<file path="config.mk">
export PLATFORM = sky130hd
export DESIGN_NAME = instr_encoder
export DESIGN_NICKNAME = d
export VERILOG_FILES = /design/src/rtl/instr_encoder.sv
export SDC_FILE = /design/constraint.sdc
export NUM_CORES = 1
export LEC_CHECK = 0
export BUFFER_PORTS_ARGS = -buffer_cell sky130_fd_sc_hd__buf_4
export CORE_MARGIN = 8
export CORE_UTILIZATION = 56
export CTS_CLUSTER_SIZE = 16
export DETAILED_ROUTE_END_ITERATION = 10
export GPL_TIMING_DRIVEN = 0
export PLACE_DENSITY = 0.93
export SLEW_MARGIN = 20
export SYNTH_ARGS = -nofsm -noshare
export SYNTH_HDL_FRONTEND = slang
export SYNTH_SLANG_ARGS = --single-unit
</file>
<file path="constraint.sdc">
create_clock -name clk -period 4.33 [get_ports clk]
set_clock_uncertainty 0.1 [all_clocks]
set_input_delay 0.433 -clock clk [delete_from_list [all_inputs] [get_ports clk]]
set_output_delay 0.433 -clock clk [all_outputs]
set_load 0.05 [all_outputs]
</file>
<file path="src/rtl/instr_encoder.sv">
// instr_encoder: encodes symbolic LEGv8-subset operation requests into 32-bit machine words.
// Each encoded word is written to the next instruction-memory address, starting at 0.
//
// Ports:
//   clk, reset          clock; synchronous active-high reset
//   clear               synchronous restart (count, state and error status)
//   in_valid/in_ready   request handshake; in_ready does not depend on in_valid
//   in_op, in_rd, in_rn, in_rm, in_imm, in_cond   request fields
//   imem_we/addr/wdata  registered instruction-memory write port (1-cycle latency)
//   count, full         words written since reset/clear; full when count == DEPTH
//   err, err_op         sticky rejection flag; opcode of the most recent rejected request
module instr_encoder #(
  parameter int unsigned ADDR_W = 6
) (
  input  logic              clk,
  input  logic              reset,
  input  logic              clear,
  input  logic              in_valid,
  output logic              in_ready,
  input  logic [3:0]        in_op,
  input  logic [4:0]        in_rd,
  input  logic [4:0]        in_rn,
  input  logic [4:0]        in_rm,
  input  logic [25:0]       in_imm,
  input  logic [4:0]        in_cond,
  output logic              imem_we,
  output logic [ADDR_W-1:0] imem_addr,
  output logic [31:0]       imem_wdata,
  output logic [ADDR_W:0]   count,
  output logic              full,
  output logic              err,
  output logic [3:0]        err_op
);

  localparam int unsigned DEPTH = 2 ** ADDR_W;
  localparam logic [ADDR_W:0] LastIdx = (ADDR_W + 1)'(DEPTH - 1);
  localparam logic [ADDR_W:0] CountOne = (ADDR_W + 1)'(1);

  typedef enum logic [0:0] {StLoad, StFull} state_e;

  state_e            r_state;
  logic [ADDR_W:0]   r_count;
  logic              r_we;
  logic [ADDR_W-1:0] r_addr;
  logic [31:0]       r_wdata;
  logic              r_err;
  logic [3:0]        r_err_op;

  logic        w_accept;
  logic        w_legal;
  logic [31:0] w_word;
  logic        w_fits9;   // in_imm representable as signed 9-bit
  logic        w_fits19;  // in_imm representable as signed 19-bit

  // A signed value fits in N bits when every bit above N-1 equals the sign bit.
  assign w_fits9  = (in_imm[25:8] == '0) || (in_imm[25:8] == '1);
  assign w_fits19 = (in_imm[25:18] == '0) || (in_imm[25:18] == '1);

  always_comb begin
    w_word  = '0;
    w_legal = 1'b1;
    case (in_op)
      4'd0: begin  // ADDI
        w_word  = {10'b1001000100, in_imm[11:0], in_rn, in_rd};
        w_legal = (in_imm[25:12] == '0);
      end
      4'd1: w_word = {11'b10101011000, in_rm, 6'b000000, in_rn, in_rd};  // ADDS
      4'd2: w_word = {11'b11101011000, in_rm, 6'b000000, in_rn, in_rd};  // SUBS
      4'd3: w_word = {11'b10011011000, in_rm, 6'b011111, in_rn, in_rd};  // MUL
      4'd4: begin  // LSL
        w_word  = {11'b11010011011, 5'b00000, in_imm[5:0], in_rn, in_rd};
        w_legal = (in_imm[25:6] == '0);
      end
      4'd5: begin  // LSR
        w_word  = {11'b11010011010, 5'b00000, in_imm[5:0], in_rn, in_rd};
        w_legal = (in_imm[25:6] == '0);
      end
      4'd6: begin  // LDUR
        w_word  = {11'b11111000010, in_imm[8:0], 2'b00, in_rn, in_rd};
        w_legal = w_fits9;
      end
      4'd7: begin  // STUR
        w_word  = {11'b11111000000, in_imm[8:0], 2'b00, in_rn, in_rd};
        w_legal = w_fits9;
      end
      4'd8: w_word = {6'b000101, in_imm};  // B: every offset is encodable
      4'd9: begin  // B.cond
        w_word  = {8'b01010100, in_imm[18:0], in_cond};
        w_legal = w_fits19 && (in_cond <= 5'd13);
      end
      4'd10: begin  // CBZ
        w_word  = {8'b10110100, in_imm[18:0], in_rd};
        w_legal = w_fits19;
      end
      default: w_legal = 1'b0;
    endcase
  end

  assign in_ready = (r_state == StLoad) && !clear && !reset;
  assign w_accept = in_valid && in_ready;

  always_ff @(posedge clk) begin
    if (reset) begin
      r_state  <= StLoad;
      r_count  <= '0;
      r_we     <= 1'b0;
      r_addr   <= '0;
      r_wdata  <= '0;
      r_err    <= 1'b0;
      r_err_op <= '0;
    end else if (clear) begin
      // Address/data hold; only the strobe drops since nothing is accepted this edge.
      r_state  <= StLoad;
      r_count  <= '0;
      r_we     <= 1'b0;
      r_err    <= 1'b0;
      r_err_op <= '0;
    end else begin
      r_we <= 1'b0;
      if (w_accept) begin
        if (w_legal) begin
          r_we    <= 1'b1;
          r_addr  <= r_count[ADDR_W-1:0];
          r_wdata <= w_word;
          r_count <= r_count + CountOne;
          if (r_count == LastIdx) begin
            r_state <= StFull;
          end
        end else begin
          r_err    <= 1'b1;
          r_err_op <= in_op;
        end
      end
    end
  end

  assign imem_we    = r_we;
  assign imem_addr  = r_addr;
  assign imem_wdata = r_wdata;
  assign count      = r_count;
  assign full       = (r_state == StFull);
  assign err        = r_err;
  assign err_op     = r_err_op;

endmodule

</file>
; ---- After elaboration in Yosys (flattened, before gate mapping)
; Index checks and enable logic that the tools add are counted.
[word_totals]
regBits = 52
in_bits = 54
output_inout_bits = 53
wordCells = 51
[op_classes]
add_sub_neg = 1
n_lt_le_gt_ge = 1
n_eq_ne = 13
n_mux = 3
n_bitwise = 4
n_reduce_logical = 22
[op_table]
columns = operator, count
row1 = case mux 32 bit (11 select lines), 1
row2 = logical NOT 20 bit, 1
row3 = == test 18 bit (second input constant), 1
row4 = logical NOT 18 bit, 1
row5 = == test 4 x 3 -> 1 bit (second input constant), 4
row6 = logical NOT 14 bit, 1
row7 = == test 4 bit (second input constant), 3
row8 = == test 4 x 2 -> 1 bit (second input constant), 2
row9 = == test 8 bit (second input constant), 1
row10 = logical NOT 8 bit, 1
row11 = adder 7 x 1 -> 7 bit (second input constant), 1
row12 = == test 7 x 6 -> 1 bit (second input constant), 1
row13 = case mux 1 bit (6 select lines), 1
row14 = AND reduction 3 bit, 2
row15 = OR reduction 2 bit, 3
row16 = less-or-equal comparator 5 x 4 -> 1 bit (second input constant), 1
row17 = == test 4 x 1 -> 1 bit (second input constant), 1
row18 = logical AND 1 bit, 4
row19 = logical NOT 4 bit, 1
row20 = NOT 1 bit, 4
row21 = AND reduction 2 bit, 2
row22 = OR reduction 4 bit, 1
row23 = OR reduction 3 bit, 1
row24 = logical NOT 1 bit, 2
row25 = other kinds (2), 3

; ---- Depth between registers and ports, before layout
[logic_depth]
word_depth = 6
depth_mapped = 10
mapped_depth_nobuf = 7

; ---- Worst setup path before layout
; No wires, ideal clock.
[synth_timing]
kind = reg-to-reg
startpoint = register r_state, in the netlist full
endpoint = register r_err_op[1], in the netlist err_op[1]
setup_time_ns = 0.135
t_arrival_ns = 2.880
t_required_ns = 4.095
setup_slack_ns = 1.215
path_stages_with_launch = 6
path_buffers = 1
synth_period_minus_slack_ns = 3.115
cell_sequence = dfxtp_1 nor3_1 nand2_1 clkbuf_1 o311ai_0 o41ai_1
[synth_between]
elab_chain_len = 5
[synth_rtl]
columns = element, line_no
row1 = "start, declared", 41  ; state_e r_state;
row2 = "start signal, assigned", 104  ; r_state <= StLoad;
row3 = "start signal, assigned", 113  ; r_state <= StLoad;
row4 = "start signal, assigned", 127  ; r_state <= StFull;
row5 = NOT 1 bit, 99  ; assign in_ready = (r_state == StLoad) && !clear && !reset;
row6 = logical AND 1 bit (2 in series), 99
row7 = named net in_ready, 19  ; output logic in_ready,
row8 = logical AND 1 bit, 100  ; assign w_accept = in_valid && in_ready;
row9 = AND reduction 2 bit (no line), -
row10 = "end signal, assigned", 131  ; r_err_op <= in_op;
row11 = "end, declared", 47  ; logic [3:0] r_err_op;
; The timed path passes the listed nets, and every way through them passes these cells.
; A chain may end at the register's enable or synchronous reset.

; ---- Final worst setup path
[layout_timing]
startpoint = input in_imm[9]
endpoint = register r_count[4], in the netlist count[4]
[layout_between]
elab_chain_len = 4
word_cells_on_any_way = 6
classes_between = 1 x eq/ne / 1 x mux / 4 x reduce/logical
[layout_rtl]
columns = element, line_no
row1 = "start, declared", 24  ; input logic [25:0] in_imm,
row2 = == test 18 bit or logical NOT 18 bit (tied branches), 56  ; assign w_fits9 = (in_imm[25:8] == '0) || (in_imm[25:8] == '1);
row3 = logical OR 1 bit, 56
row4 = case mux 1 bit (6 select lines) (*), 62  ; case (in_op)
row5 = AND reduction 2 bit (no line) (*), -
row6 = "end signal, assigned", 125  ; r_count <= r_count + CountOne;
row7 = "end, declared", 42  ; logic [ADDR_W:0] r_count;
; Mark *: on every way between the ends. The rest lies on a longest branch, timed or not.

==> reports/metrics.yaml <==
h-tree-depth: 2
grt_pass1_vias: 3663
synth_top_family_by_area: "compound AO/OA/AOI/OAI gates"
layout.nets: 571
fin_tns_setup_ns: 0
finalCritPeriodShare: 0.611
drv_cap: 0
die_area_um2: 8760
slew_headroom: 0.328
wl_per_cell_um: 20.8
path_max_fanout: 10
final_util: 0.738
synth-edff-count: 0
tightest_slew_ns: 1.00
synth_compound_area_frac: 0.266
ys_ff_latch: 52
fmax_ghz: 0.378
cts_made_buffers: 5
rows: 28
antenna_found_initial: 0
async_flop_share: 0
pin_count: 107
total_leakage_power_nw: 1.87
coreArea_um2: 5890
outcome: "finished, final reports clean"
hpwl_mm: 9.55
timing.hold.ws_ns: 0.301
yosysWarnings: 0
p_per_area_nw_per_um2: 259
grt_overflow: 0
ir_drop_mv: 0.196
die_w_um: 93.6
drc: 0
avgSynthCellArea_um2: 8.33
first_pass_iters: 5
track_usage: 0.271
clkTransAtPathRegs_ns: 0.11
synth_common_cells: "dfxtp_1, nand2_1, mux2i_1"
grt_pass1_wl_mm: 19.1
seq_area_frac_synth: 0.309
finalSetupViolCount: 0
worst_setup_path_end_kind: "register"
layout-drive-gt1-share: 0.284
yosys.area.top_type: "dfxtp_1"
num_vias: 3841
drtAntennaViolNets: 0
port_buffers: 104
grt_max_degree: 19
drt_wl_total_mm: 12.3
cts_resized: 0
post_cts_buffers: 0
synth-xor-area-share: 0
crit_type: "primary input to register"
critPathArrivalTime_ns: 2.80
area_growth_pct: 28.7
hold_viol_final: 0
gp_congestion: 0.980
clockBufferDepth: 2
yosys.area_share.adder: 0.00371
worstSkewPairLatency_ns: 0.32
finalCriticalPeriod_ns: 2.65
rsz0062_at_grt: "no"
clkSinkCount: 52
synth_top_area_share: 0.309
clock-root-buffer: "clkbuf_8"
muxShareOfSynthArea: 0.167
cp.required_ns: 4.48
n_antenna_cell: 0
synth-simple-area-share: 0.198
hold_class: "primary input to register"
die_y_um: 93.6
syn-cell-area_um2: 3370
initial_core_util: 0.573
cts_tree: "done"
vias_per_cell: 6.49
worstSetupStartpointType: "primary input"
synth.most_common_cell: "dfxtp_1"
maxSlewViolCount: 0
ys_types: 58
synth-main-ff-cell: "dfxtp_1"
netlist_instances: 405
postCtsHoldBufs: 0
drtIter0Drc: 345
netlist_top_cells_area: "dfxtp_1, mux2i_1, mux2_2, nand2_1, nor2b_1"
syn_nets: 460
-- placed cells by master (no fill, tap or decap), types with 11 or more instances in the layout --
| cell | n |
|---|---|
| o21ai_0 | 14 |
| mux2_2 | 16 |
| clkbuf_1 | 23 |
| nor2_1 | 24 |
| nand2_1 | 46 |
| nor2b_1 | 18 |
| a31oi_1 | 11 |
| a21oi_1 | 16 |
| a22oi_1 | 13 |
| a211oi_1 | 11 |
| dfxtp_1 | 52 |
| buf_4 | 106 |
| mux2i_1 | 28 |
-- metrics by stage --
step	instance area, µm²	instances	total power [mW]	setup WS, ns
after global routing	4340	592	1.16	1.60
after detailed placement	4250	584	0.821	1.35
final	4340	592	1.13	1.68
after CTS	4340	592	1.12	1.71
after global placement	4250	584	0.815	1.41
after floorplan	3370	405	0.701	1.21
-- final timing paths --
kind                                             startpoint                     endpoint  slack (ns)  cells past startpoint
worst min-delay path                                  clear             err$_SDFFE_PP0P_        0.30                      3
worst max register to register            full$_SDFFE_PP0P_        count[4]$_SDFFE_PP0P_        2.10                      7
worst max-delay path                              in_imm[9]        count[4]$_SDFFE_PP0P_        1.68                      8
worst min register to register  imem_wdata[16]$_SDFFE_PP0P_  imem_wdata[16]$_SDFFE_PP0P_        0.36                      2
-- metal layers --
| layer | vias to the layer above | global-route usage | wire length, µm |
|---|---|---|---|
| met3 | 21 | 0.0553 | 1290 |
| met2 | 254 | 0.445 | 5880 |
| met5 | - | 0 | 0 |
| met1 | 1808 | 0.347 | 4940 |
| li1 | 1758 | - | - |
| met4 | 0 | 0.0832 | 200 |
-- sequential cells by signal, summed over array words and instances, names as in the netlist --
| signal | flops |
|---|---|
| imem_wdata | 32 |
| count | 7 |
| imem_addr | 6 |
| err_op | 4 |
| err | 1 |
| full | 1 |
| imem_we | 1 |
-- cell families (layout without fill, tap and decap cells) --
logic type | Yosys count | after routing
compound gates | 121 | 121
fa+ha+maj | 1 | 1
buf+inv | 42 | 154
flops | 52 | 52
mux | 53 | 53
simple gates | 136 | 136
-- final cells by class --
type                       instances  area (µm²)
inverter                           7        26.3
buffer                            35         168
tap                               75        93.8
clock inverter                     3        26.3
clock buffer                       5        68.8
fill                             467        1540
timing repair buffer             104         781
multi-input combinational        311        2140
sequential                        52        1040
-- worst max-delay path, stage by stage --
cell and delay, ns:
buf_4 0.14, or4_1 0.55, nor4_1 0.60, nor2_1 0.18, buf_2 0.26, buf_2 0.23
a21oi_1 0.19, mux2i_1 0.21
-- power by group --
group	internal (mW)	total (mW)	switching, mW
sequential	0.494	0.508	0.0144
combinational	0.118	0.308	0.191
clock	0.118	0.310	0.192
No activity file was read; power rests on OpenSTA's default activity.
